## config.mk

```make
export PLATFORM = sky130hd
export DESIGN_NAME = cache_miss_handler_flat
export DESIGN_NICKNAME = d
export VERILOG_FILES = /design/src/rtl/cache_miss_handler_if.sv /design/src/rtl/cache_miss_handler.sv /design/src/flat_wrapper.sv
export SDC_FILE = /design/constraint.sdc
export NUM_CORES = 1
export LEC_CHECK = 0
export CAP_MARGIN = 20
export CORE_MARGIN = 1
export CORE_UTILIZATION = 46
export CTS_CLUSTER_DIAMETER = 30
export CTS_CLUSTER_SIZE = 25
export DETAILED_ROUTE_END_ITERATION = 10
export PLACE_DENSITY = 0.87
export SYNTH_ARGS = -nofsm -noshare
export SYNTH_HDL_FRONTEND = slang
export SYNTH_SLANG_ARGS = --single-unit
```

## constraint.sdc

```tcl
create_clock -name clock -period 5.73 [get_ports clock]
set_input_delay 0.573 -clock clock [delete_from_list [all_inputs] [get_ports clock]]
set_output_delay 0.573 -clock clock [all_outputs]
set_load 0.03 [all_outputs]
```

## src/rtl/cache_miss_handler_if.sv

```systemverilog
// Bundles the CPU request/response, cache channel-1 and backing-memory signals.
// master = the miss handler, slave = the CPU/cache/memory environment.
interface cache_miss_handler_if #(
  parameter int ADDR_WIDTH = 8,
  parameter int LINE_WIDTH = 32
);
  logic                  cpu_req_valid;
  logic                  cpu_req_ready;
  logic                  cpu_req_we;
  logic [ADDR_WIDTH-1:0] cpu_req_addr;
  logic [LINE_WIDTH-1:0] cpu_req_wdata;
  logic                  cpu_resp_valid;
  logic [LINE_WIDTH-1:0] cpu_resp_data;
  logic                  cpu_resp_hit;

  logic [ADDR_WIDTH-1:0] c_addr;
  logic [LINE_WIDTH-1:0] c_val;
  logic                  c_read;
  logic                  c_write;
  logic                  c_hit;
  logic [LINE_WIDTH-1:0] c_out_val;

  logic                  mem_req_valid;
  logic                  mem_req_ready;
  logic                  mem_req_we;
  logic [ADDR_WIDTH-1:0] mem_req_addr;
  logic [LINE_WIDTH-1:0] mem_req_wdata;
  logic                  mem_resp_valid;
  logic [LINE_WIDTH-1:0] mem_resp_data;

  modport master (
    input  cpu_req_valid, cpu_req_we, cpu_req_addr, cpu_req_wdata,
    output cpu_req_ready, cpu_resp_valid, cpu_resp_data, cpu_resp_hit,
    output c_addr, c_val, c_read, c_write,
    input  c_hit, c_out_val,
    output mem_req_valid, mem_req_we, mem_req_addr, mem_req_wdata,
    input  mem_req_ready, mem_resp_valid, mem_resp_data
  );

  modport slave (
    output cpu_req_valid, cpu_req_we, cpu_req_addr, cpu_req_wdata,
    input  cpu_req_ready, cpu_resp_valid, cpu_resp_data, cpu_resp_hit,
    input  c_addr, c_val, c_read, c_write,
    output c_hit, c_out_val,
    input  mem_req_valid, mem_req_we, mem_req_addr, mem_req_wdata,
    output mem_req_ready, mem_resp_valid, mem_resp_data
  );
endinterface

```

## src/rtl/cache_miss_handler.sv

```systemverilog
// Single-outstanding-request controller between the CPU and a K-way cache:
// load lookup, miss fetch from memory, write-through/write-allocate stores.
module cache_miss_handler #(
  parameter int ADDR_WIDTH   = 8,
  parameter int LINE_WIDTH   = 32,
  parameter int FILL_TIMEOUT = 16,
  parameter int COUNT_WIDTH  = 16
) (
  input  logic                   clock,
  input  logic                   reset_n,
  cache_miss_handler_if.master   bus,
  output logic [COUNT_WIDTH-1:0] hit_count,
  output logic [COUNT_WIDTH-1:0] miss_count,
  output logic                   fill_err
);
  localparam int FCW = $clog2(FILL_TIMEOUT + 1);

  typedef enum logic [2:0] {
    IDLE, LOOKUP, CHECK, MEM_REQ, MEM_WAIT, FILL, RESP
  } state_t;

  state_t                state_reg, state_next;
  logic                  we_reg;
  logic [ADDR_WIDTH-1:0] addr_reg;
  logic [LINE_WIDTH-1:0] wdata_reg;
  logic [LINE_WIDTH-1:0] data_reg;
  logic                  resp_hit_reg;
  logic [FCW-1:0]        fill_cnt_reg;
  logic                  ready_en_reg;

  logic accept;
  logic fill_done;
  logic fill_expire;

  assign accept      = (state_reg == IDLE) && ready_en_reg && bus.cpu_req_valid;
  // The cache's hit flag can be left over from the previous access on the first FILL cycle.
  assign fill_done   = (state_reg == FILL) && (fill_cnt_reg != '0) && bus.c_hit;
  assign fill_expire = (state_reg == FILL) && !fill_done &&
                       (fill_cnt_reg == FCW'(FILL_TIMEOUT - 1));

  always_ff @(posedge clock or negedge reset_n) begin
    if (!reset_n) state_reg <= IDLE;
    else          state_reg <= state_next;
  end

  always_comb begin
    state_next = state_reg;
    case (state_reg)
      IDLE:     if (accept) state_next = bus.cpu_req_we ? MEM_REQ : LOOKUP;
      LOOKUP:   state_next = CHECK;
      CHECK:    state_next = bus.c_hit ? RESP : MEM_REQ;
      MEM_REQ:  if (bus.mem_req_ready) state_next = we_reg ? FILL : MEM_WAIT;
      MEM_WAIT: if (bus.mem_resp_valid) state_next = FILL;
      FILL:     if (fill_done || fill_expire) state_next = RESP;
      RESP:     state_next = IDLE;
      default:  state_next = IDLE;
    endcase
  end

  always_comb begin
    bus.cpu_req_ready  = (state_reg == IDLE) && ready_en_reg;
    bus.cpu_resp_valid = (state_reg == RESP);
    bus.cpu_resp_hit   = (state_reg == RESP) && resp_hit_reg;
    bus.c_read         = (state_reg == LOOKUP);
    bus.c_write        = (state_reg == FILL);
    bus.mem_req_valid  = (state_reg == MEM_REQ);
    bus.mem_req_we     = (state_reg == MEM_REQ) && we_reg;
  end

  // Address/value buses come straight from the request registers so they hold when idle.
  assign bus.c_addr        = addr_reg;
  assign bus.c_val         = data_reg;
  assign bus.mem_req_addr  = addr_reg;
  assign bus.mem_req_wdata = wdata_reg;
  assign bus.cpu_resp_data = data_reg;

  always_ff @(posedge clock or negedge reset_n) begin
    if (!reset_n) begin
      we_reg       <= 1'b0;
      addr_reg     <= '0;
      wdata_reg    <= '0;
      data_reg     <= '0;
      resp_hit_reg <= 1'b0;
      fill_cnt_reg <= '0;
      ready_en_reg <= 1'b0;
      hit_count    <= '0;
      miss_count   <= '0;
      fill_err     <= 1'b0;
    end else begin
      ready_en_reg <= 1'b1;
      if (accept) begin
        we_reg       <= bus.cpu_req_we;
        addr_reg     <= bus.cpu_req_addr;
        wdata_reg    <= bus.cpu_req_wdata;
        resp_hit_reg <= 1'b0;
      end
      if (state_reg == CHECK) begin
        if (bus.c_hit) begin
          data_reg     <= bus.c_out_val;
          resp_hit_reg <= 1'b1;
          if (hit_count != '1) hit_count <= hit_count + 1'b1;
        end else if (miss_count != '1) begin
          miss_count <= miss_count + 1'b1;
        end
      end
      if ((state_reg == MEM_REQ) && bus.mem_req_ready && we_reg)
        data_reg <= wdata_reg;
      if ((state_reg == MEM_WAIT) && bus.mem_resp_valid)
        data_reg <= bus.mem_resp_data;
      fill_cnt_reg <= (state_reg == FILL) ? fill_cnt_reg + 1'b1 : '0;
      if (fill_expire) fill_err <= 1'b1;
    end
  end
endmodule

```

## src/flat_wrapper.sv

```systemverilog
// flat-port wrapper written by rule: the top's interface ports become plain ports
module cache_miss_handler_flat 
#(
  parameter int ADDR_WIDTH   = 8,
  parameter int LINE_WIDTH   = 32,
  parameter int FILL_TIMEOUT = 16,
  parameter int COUNT_WIDTH  = 16
)
  (clock, reset_n, hit_count, miss_count, fill_err, bus_cpu_req_valid, bus_cpu_req_we, bus_cpu_req_addr, bus_cpu_req_wdata, bus_cpu_req_ready, bus_cpu_resp_valid, bus_cpu_resp_data, bus_cpu_resp_hit, bus_c_addr, bus_c_val, bus_c_read, bus_c_write, bus_c_hit, bus_c_out_val, bus_mem_req_valid, bus_mem_req_we, bus_mem_req_addr, bus_mem_req_wdata, bus_mem_req_ready, bus_mem_resp_valid, bus_mem_resp_data);
  cache_miss_handler_if #(.ADDR_WIDTH(ADDR_WIDTH), .LINE_WIDTH(LINE_WIDTH)) bus_i ();
  input  logic clock;
  input  logic reset_n;
  output logic [COUNT_WIDTH-1:0] hit_count;
  output logic [COUNT_WIDTH-1:0] miss_count;
  output logic fill_err;
  input wire logic [$bits(bus_i.cpu_req_valid)-1:0] bus_cpu_req_valid;
  input wire logic [$bits(bus_i.cpu_req_we)-1:0] bus_cpu_req_we;
  input wire logic [$bits(bus_i.cpu_req_addr)-1:0] bus_cpu_req_addr;
  input wire logic [$bits(bus_i.cpu_req_wdata)-1:0] bus_cpu_req_wdata;
  output wire logic [$bits(bus_i.cpu_req_ready)-1:0] bus_cpu_req_ready;
  output wire logic [$bits(bus_i.cpu_resp_valid)-1:0] bus_cpu_resp_valid;
  output wire logic [$bits(bus_i.cpu_resp_data)-1:0] bus_cpu_resp_data;
  output wire logic [$bits(bus_i.cpu_resp_hit)-1:0] bus_cpu_resp_hit;
  output wire logic [$bits(bus_i.c_addr)-1:0] bus_c_addr;
  output wire logic [$bits(bus_i.c_val)-1:0] bus_c_val;
  output wire logic [$bits(bus_i.c_read)-1:0] bus_c_read;
  output wire logic [$bits(bus_i.c_write)-1:0] bus_c_write;
  input wire logic [$bits(bus_i.c_hit)-1:0] bus_c_hit;
  input wire logic [$bits(bus_i.c_out_val)-1:0] bus_c_out_val;
  output wire logic [$bits(bus_i.mem_req_valid)-1:0] bus_mem_req_valid;
  output wire logic [$bits(bus_i.mem_req_we)-1:0] bus_mem_req_we;
  output wire logic [$bits(bus_i.mem_req_addr)-1:0] bus_mem_req_addr;
  output wire logic [$bits(bus_i.mem_req_wdata)-1:0] bus_mem_req_wdata;
  input wire logic [$bits(bus_i.mem_req_ready)-1:0] bus_mem_req_ready;
  input wire logic [$bits(bus_i.mem_resp_valid)-1:0] bus_mem_resp_valid;
  input wire logic [$bits(bus_i.mem_resp_data)-1:0] bus_mem_resp_data;
  assign bus_i.cpu_req_valid = bus_cpu_req_valid;
  assign bus_i.cpu_req_we = bus_cpu_req_we;
  assign bus_i.cpu_req_addr = bus_cpu_req_addr;
  assign bus_i.cpu_req_wdata = bus_cpu_req_wdata;
  assign bus_cpu_req_ready = bus_i.cpu_req_ready;
  assign bus_cpu_resp_valid = bus_i.cpu_resp_valid;
  assign bus_cpu_resp_data = bus_i.cpu_resp_data;
  assign bus_cpu_resp_hit = bus_i.cpu_resp_hit;
  assign bus_c_addr = bus_i.c_addr;
  assign bus_c_val = bus_i.c_val;
  assign bus_c_read = bus_i.c_read;
  assign bus_c_write = bus_i.c_write;
  assign bus_i.c_hit = bus_c_hit;
  assign bus_i.c_out_val = bus_c_out_val;
  assign bus_mem_req_valid = bus_i.mem_req_valid;
  assign bus_mem_req_we = bus_i.mem_req_we;
  assign bus_mem_req_addr = bus_i.mem_req_addr;
  assign bus_mem_req_wdata = bus_i.mem_req_wdata;
  assign bus_i.mem_req_ready = bus_mem_req_ready;
  assign bus_i.mem_resp_valid = bus_mem_resp_valid;
  assign bus_i.mem_resp_data = bus_mem_resp_data;
  cache_miss_handler #(.ADDR_WIDTH(ADDR_WIDTH), .LINE_WIDTH(LINE_WIDTH), .FILL_TIMEOUT(FILL_TIMEOUT), .COUNT_WIDTH(COUNT_WIDTH)) u_core (.clock(clock), .reset_n(reset_n), .bus(bus_i), .hit_count(hit_count), .miss_count(miss_count), .fill_err(fill_err));
endmodule
```

### Yosys cells after proc, flatten, opt, wreduce, memory -nomap -nowiden

Index checks and enable logic that the tools add are counted.
Widths: inputs -> output; s select.

| word-level totals | value |
|---|---|
| register bits after elaboration | 116 |
| bits in latches | 0 |
| RAM bits | 0 |
| memory bits (read-only) | 0 |
| memories kept | 0 |

| operators by class | value |
|---|---|
| add/sub/neg operators | 3 |
| multiply operators | 0 |
| div/mod/pow operators | 0 |
| $lt $le $gt $ge | 0 |
| eq/ne operators | 13 |
| shift-type cells | 0 |
| mux-type cells | 16 |
| bitwise logic cells | 1 |
| reduce and logical (&&, ||, !) cells | 21 |

Operator list:

| operator | count |
|---|---|
| $mux 32 | 4 |
| $add 16x1->16 const B | 2 |
| $ne 16x16->1 const B | 2 |
| $pmux 3 s6 | 1 |
| $mux 3 | 5 |
| $logic_and 1x1->1 | 11 |
| $eq 3x3->1 const B | 3 |
| $eq 3x2->1 const B | 2 |
| $ne 2x1->1 const B | 3 |
| $reduce_and 3->1 | 2 |
| $reduce_bool 3->1 | 2 |
| $add 5x1->5 const B | 1 |
| $eq 5x4->1 const B | 1 |
| $mux 5 | 1 |
| $reduce_bool 5->1 | 1 |
| $mux 1 | 4 |
| $reduce_and 4->1 | 1 |
| $eq 3x1->1 const B | 1 |
| $logic_not 3->1 | 1 |
| $mux 2 | 1 |
| $ne 2x2->1 const B | 1 |
| $reduce_and 2->1 | 1 |
| $logic_not 1->1 | 1 |
| $logic_or 1x1->1 | 1 |
| $not 1->1 | 1 |

### Longest topological paths before layout

| logic depth | value |
|---|---|
| depth in word-level cells | 9 |
| gate-level depth with buffers | 7 |

### Worst setup path before layout

Ideal clock, no wire load.

| timing path | value |
|---|---|
| path type | flip-flop to flip-flop |
| start point | register u_core.hit_count[0] |
| end point | register u_core.hit_count[1] |
| library setup time | 128 ps |
| arrival time | 1893 ps |
| data required time | 5602 ps |
| slack | 3709 ps |
| stages on the path, launching flop included | 5 |
| buffers on the path | 0 |
| clock period less this slack | 2021 ps |
| path through | dfrtp_1 -> ha_1 -> nand3_1 -> o41ai_4 -> mux2_1 |

| between the ends | value |
|---|---|
| cells in the longest elaborated chain, start to end | 2 |

Ends and longest elaborated chain:

| item | RTL line | text |
|---|---|---|
| from (decl) | cache_miss_handler.sv:12 | `output logic [COUNT_WIDTH-1:0] hit_count,` |
| from (signal assigned) | cache_miss_handler.sv:101 | `if (hit_count != '1) hit_count <= hit_count + 1'b1;` |
| parallel branches: the longest is 2 deep, another holds $add 16x1->16 | n/a |  |

Parallel ways; which one is timed is not known.
A chain may end at the register's enable or synchronous reset.

### Final worst setup path

| timing path | value |
|---|---|
| start point | register u_core.state_reg[2] |
| end point | output bus_cpu_resp_hit |

| between the ends | value |
|---|---|
| cells in the longest elaborated chain, start to end | 2 |

Ends and longest elaborated chain:

| item | RTL line | text |
|---|---|---|
| from (decl) | cache_miss_handler.sv:22 | `state_t state_reg, state_next;` |
| from (signal assigned) | cache_miss_handler.sv:43 | `else state_reg <= state_next;` |
| $eq 3x3->1 | cache_miss_handler.sv:63 | `bus.cpu_resp_hit = (state_reg == RESP) && resp_hit_reg;` |
| $logic_and 1x1->1 | cache_miss_handler.sv:63 |  |
| to (decl) | flat_wrapper.sv:23 | `output wire logic [$bits(bus_i.cpu_resp_hit)-1:0] bus_cpu_resp_hit;` |

No other way between the ends.

==> metrics list <==
* Slew at the pin closest to its max-slew limit: 808.5 ps
* Arrival time reported for the critical path endpoint: 2290 ps
* Resize count post-CTS: 0
* DRC viols: 0
- For this block, the initial DRC count from the detailed router was 316.
- The number of max-slew violations in the final report is 0.
- Antenna violations before repair: 0
- In the final routed layout, each cell accounts on average for 19.18 um.
* Routed metal-1 wirelength: 6618 um
- Final hold viol count: 0
- Counting every instance in the synthesized netlist gives 515.
* Run status: complete, no violations
- In this run the count of I/O pins placed on the die edge is 263.
- Crit path time final: 2858 ps
* Kind of critical path: flip-flop to output pin
- The clock drives 116 sinks.
- In the final timing run, aggregate negative setup slack is 0 ps.
- Counting every net in the synthesized netlist gives 631.
- Vias in the first global route: 4918
- Top routing layer in use: met4
- Post-synthesis sequential element count: 116
* Sequential cell area fraction in the yosys report: 0.4878
- For this run, the total global-route usage over all layers was measured as 0.2688.
* Wire length of the first global-routing pass: 26880 um
* Initial DRT Pass Iterations: 5
* Post-Synthesis Mean Instance Area: 11.55 um2
- DR WL met3: 1260 um
- Req. time, crit path: 5160 ps
- In this run the worst hold path is classified as input port to asynchronous set/reset pin.
- The share of total power dissipated in the clock network is 0.196.
- The kind of cell with the highest combined delay along the critical path is buffers and inverters.
- Buffers inserted during clock tree synthesis total 17.
* RePlAce Congestion: 0.8901
* CP max stage cell: clkdlybuf4s50_1
- The H-tree generated during clock tree synthesis spans 4 levels.
- RSZ-0062 raised after global routing: false
* Final setup violation count: 0
* Synthesis Warnings: 0
- Number of inserted filler cells in the final layout: 885
- TritonCTS built the clock tree.
- Clk Latency, worst-skew pair: 410 ps
* Vertical extent of the die: 115.7 um
- Die outline width: 115.7 um
* Post-Synthesis Cell Area: 5951 um2
- Post-layout total power: 5.014 mW
- The count of buffers added on input and output ports is 262.
- Clock root buffer: clkbuf_16
- Layout overhead on the synthesized area: 49.60%
* Core outline area: 12620 um2
- Layout Skew: 4.973 ps
- In the routed layout, each cell is associated on average with a via count of 5.330.
- Remaining antenna violation count: 0
* Depth of the most critical reg-to-reg path: 4
* Antenna fix cells: 0
- The share of total power dissipated in sequential elements is 0.290.
- Switching share of power: 0.4205
- Number of standard-cell rows in the floorplan: 41
* Prevailing post-synth register cell: dfrtp_1
- Synthesis instantiated 58 different standard cells from the library.
- Of the cells placed in the final design, the portion with a size suffix greater than 1 is 0.1255.
- Dividing the final minimum period by the clock period gives 0.4988.
* Worst-case clock buffer depth: 2
* Total power divided by cell area: 563.2 nW/um2
- The final layout contains 854 nets.
* Synth async-reset ratio: 1.000
- Of the total power, combinational logic draws 0.514.
- Maximum fanout along the worst path: 16
* Initial Utilization: 0.4715
* Final HPWL DP: 12830 um
- IR analysis of the VDD net gives a maximum drop of 0.2875 mV.
- In this run the number of cells on the critical path is 3.
* Static Leakage: 4.089 nW
- Power dissipated by switching net loads: 2.108 mW
* Largest stage delay, worst path: 690 ps
- Tightest slew margin relative to the limit: 0.4599
- Most common cell after layout, fill and taps aside: clkdlybuf4s50_1
- Amount of wire on met2 after detailed routing: 9193 um
* Power Internal: 2.905 mW
* Top library cells by usage in the layout, fill and taps aside: clkdlybuf4s50_1, dfrtp_1, nor2_1, inv_1, mux2_2
- Area of the die: 13390 um2
- Count of buffer and inverter cells on the critical path: 1
* Global route total overflow: 0
* Setup repair bufs after CTS: 0
- Cells traversed along the worst timing path: nor2b_1 > and3_1 > clkdlybuf4s50_1
- Final Routed Wirelength: 17670 um
- Number of enable flip-flop cells after synthesis: 0
- For this design, the CTS-stage hold fixing added 0 buffers.
- Clock-pin slew on the worst setup and hold paths: 50 ps
- Startpoint types: flip-flop
* Total number of vias: 4909
- Entering global routing, the biggest net connects 60 pins.
- Highest Clock Rate: 0.3499 GHz
- Crit path capture type: output pin
- Max-cap violation count: 0
[power by group through the flow]
stage / Sequential, mW / Clock (mW) / Combinational (mW)
2_1_floorplan: 1.92 / 0 / 1.18
6_report: 1.45 / 0.983 / 2.58
3_5_place_dp: 1.46 / 0 / 2.58
3_3_place_gp: 1.43 / 0 / 2.53
5_1_grt: 1.49 / 1.03 / 2.71
4_1_cts: 1.45 / 0.994 / 2.59
[layout make-up]
cell class / count / area (um2) / share of cell area
Clock buffer: 25 / 495.5 / 0.05566
Clock inverter: 5 / 50.05 / 0.005622
Inverter: 42 / 157.7 / 0.01771
Multi-Input combinational cell: 295 / 2419 / 0.2717
Tap cell: 172 / 215.2 / 0.02417
Timing Repair Buffer: 266 / 2663 / 0.2991
Sequential cell: 116 / 2903 / 0.3261
[layer usage]
metal | global-route usage | vias to the layer above
met1 | 0.3009 | 2420
met4 | 0.1239 | 0
met3 | 0.07636 | 41
met5 | 0 | -
met2 | 0.4747 | 208
li1 | - | 2240
[path summary, 6_finish.rpt]
path	from	endpoint	slack, ps
setup / recovery	u_core.state_reg[2]	bus_cpu_resp_hit	2870
hold / removal	reset_n	u_core.bus.mem_req_wdata[8]	230
setup reg to reg	u_core.state_reg[0]	u_core.bus.c_val[28]	3230
hold reg to reg	u_core.fill_err	u_core.fill_err	470
max in group asynchronous	reset_n	u_core.bus.c_val[7]	4250
min in group clock	u_core.fill_err	u_core.fill_err	470
[synthesized netlist by cell type, types with 7 or more instances]
library cell,count,area [um2]
a221oi_1,30,262.8
mux2i_1,34,340.3
and3_1,8,50.05
dfrtp_1,116,2903
buf_6,9,101.4
nand2_1,10,37.54
nand3_1,10,50.05
inv_1,42,157.7
nor3_1,10,50.05
a21oi_1,7,35.03
nand4_1,11,68.82
xor2_1,8,70.07
xnor2_1,17,148.9
nor2_1,43,161.4
buf_4,44,330.3
mux2_2,42,473.0
[cell families after synthesis]
family / synth area share
flops: 0.4878
compound gates: 0.08705
simple gates: 0.1272
buf+inv: 0.1058
xor+xnor: 0.03680
other cells: 0.0006302
mux: 0.1442
fa+ha+maj: 0.01051
[per-stage QoR]
stage | worst slack [ps] | utilization | cell area, um2 | cells | hold slack (ps)
3_5_place_dp | 2708 | 0.6622 | 8357 | 891 | 449.4
6_report | 2872 | 0.7054 | 8902 | 921 | 229.8
2_1_floorplan | 3709 | - | 5951 | 515 | 277.4
5_1_grt | 2763 | 0.7054 | 8902 | 921 | 281.1
3_3_place_gp | 2794 | 0.6606 | 8337 | 890 | 449.5
4_1_cts | 2878 | 0.7054 | 8902 | 921 | 243.8
Note: power is estimated with default switching activity, not from simulation.
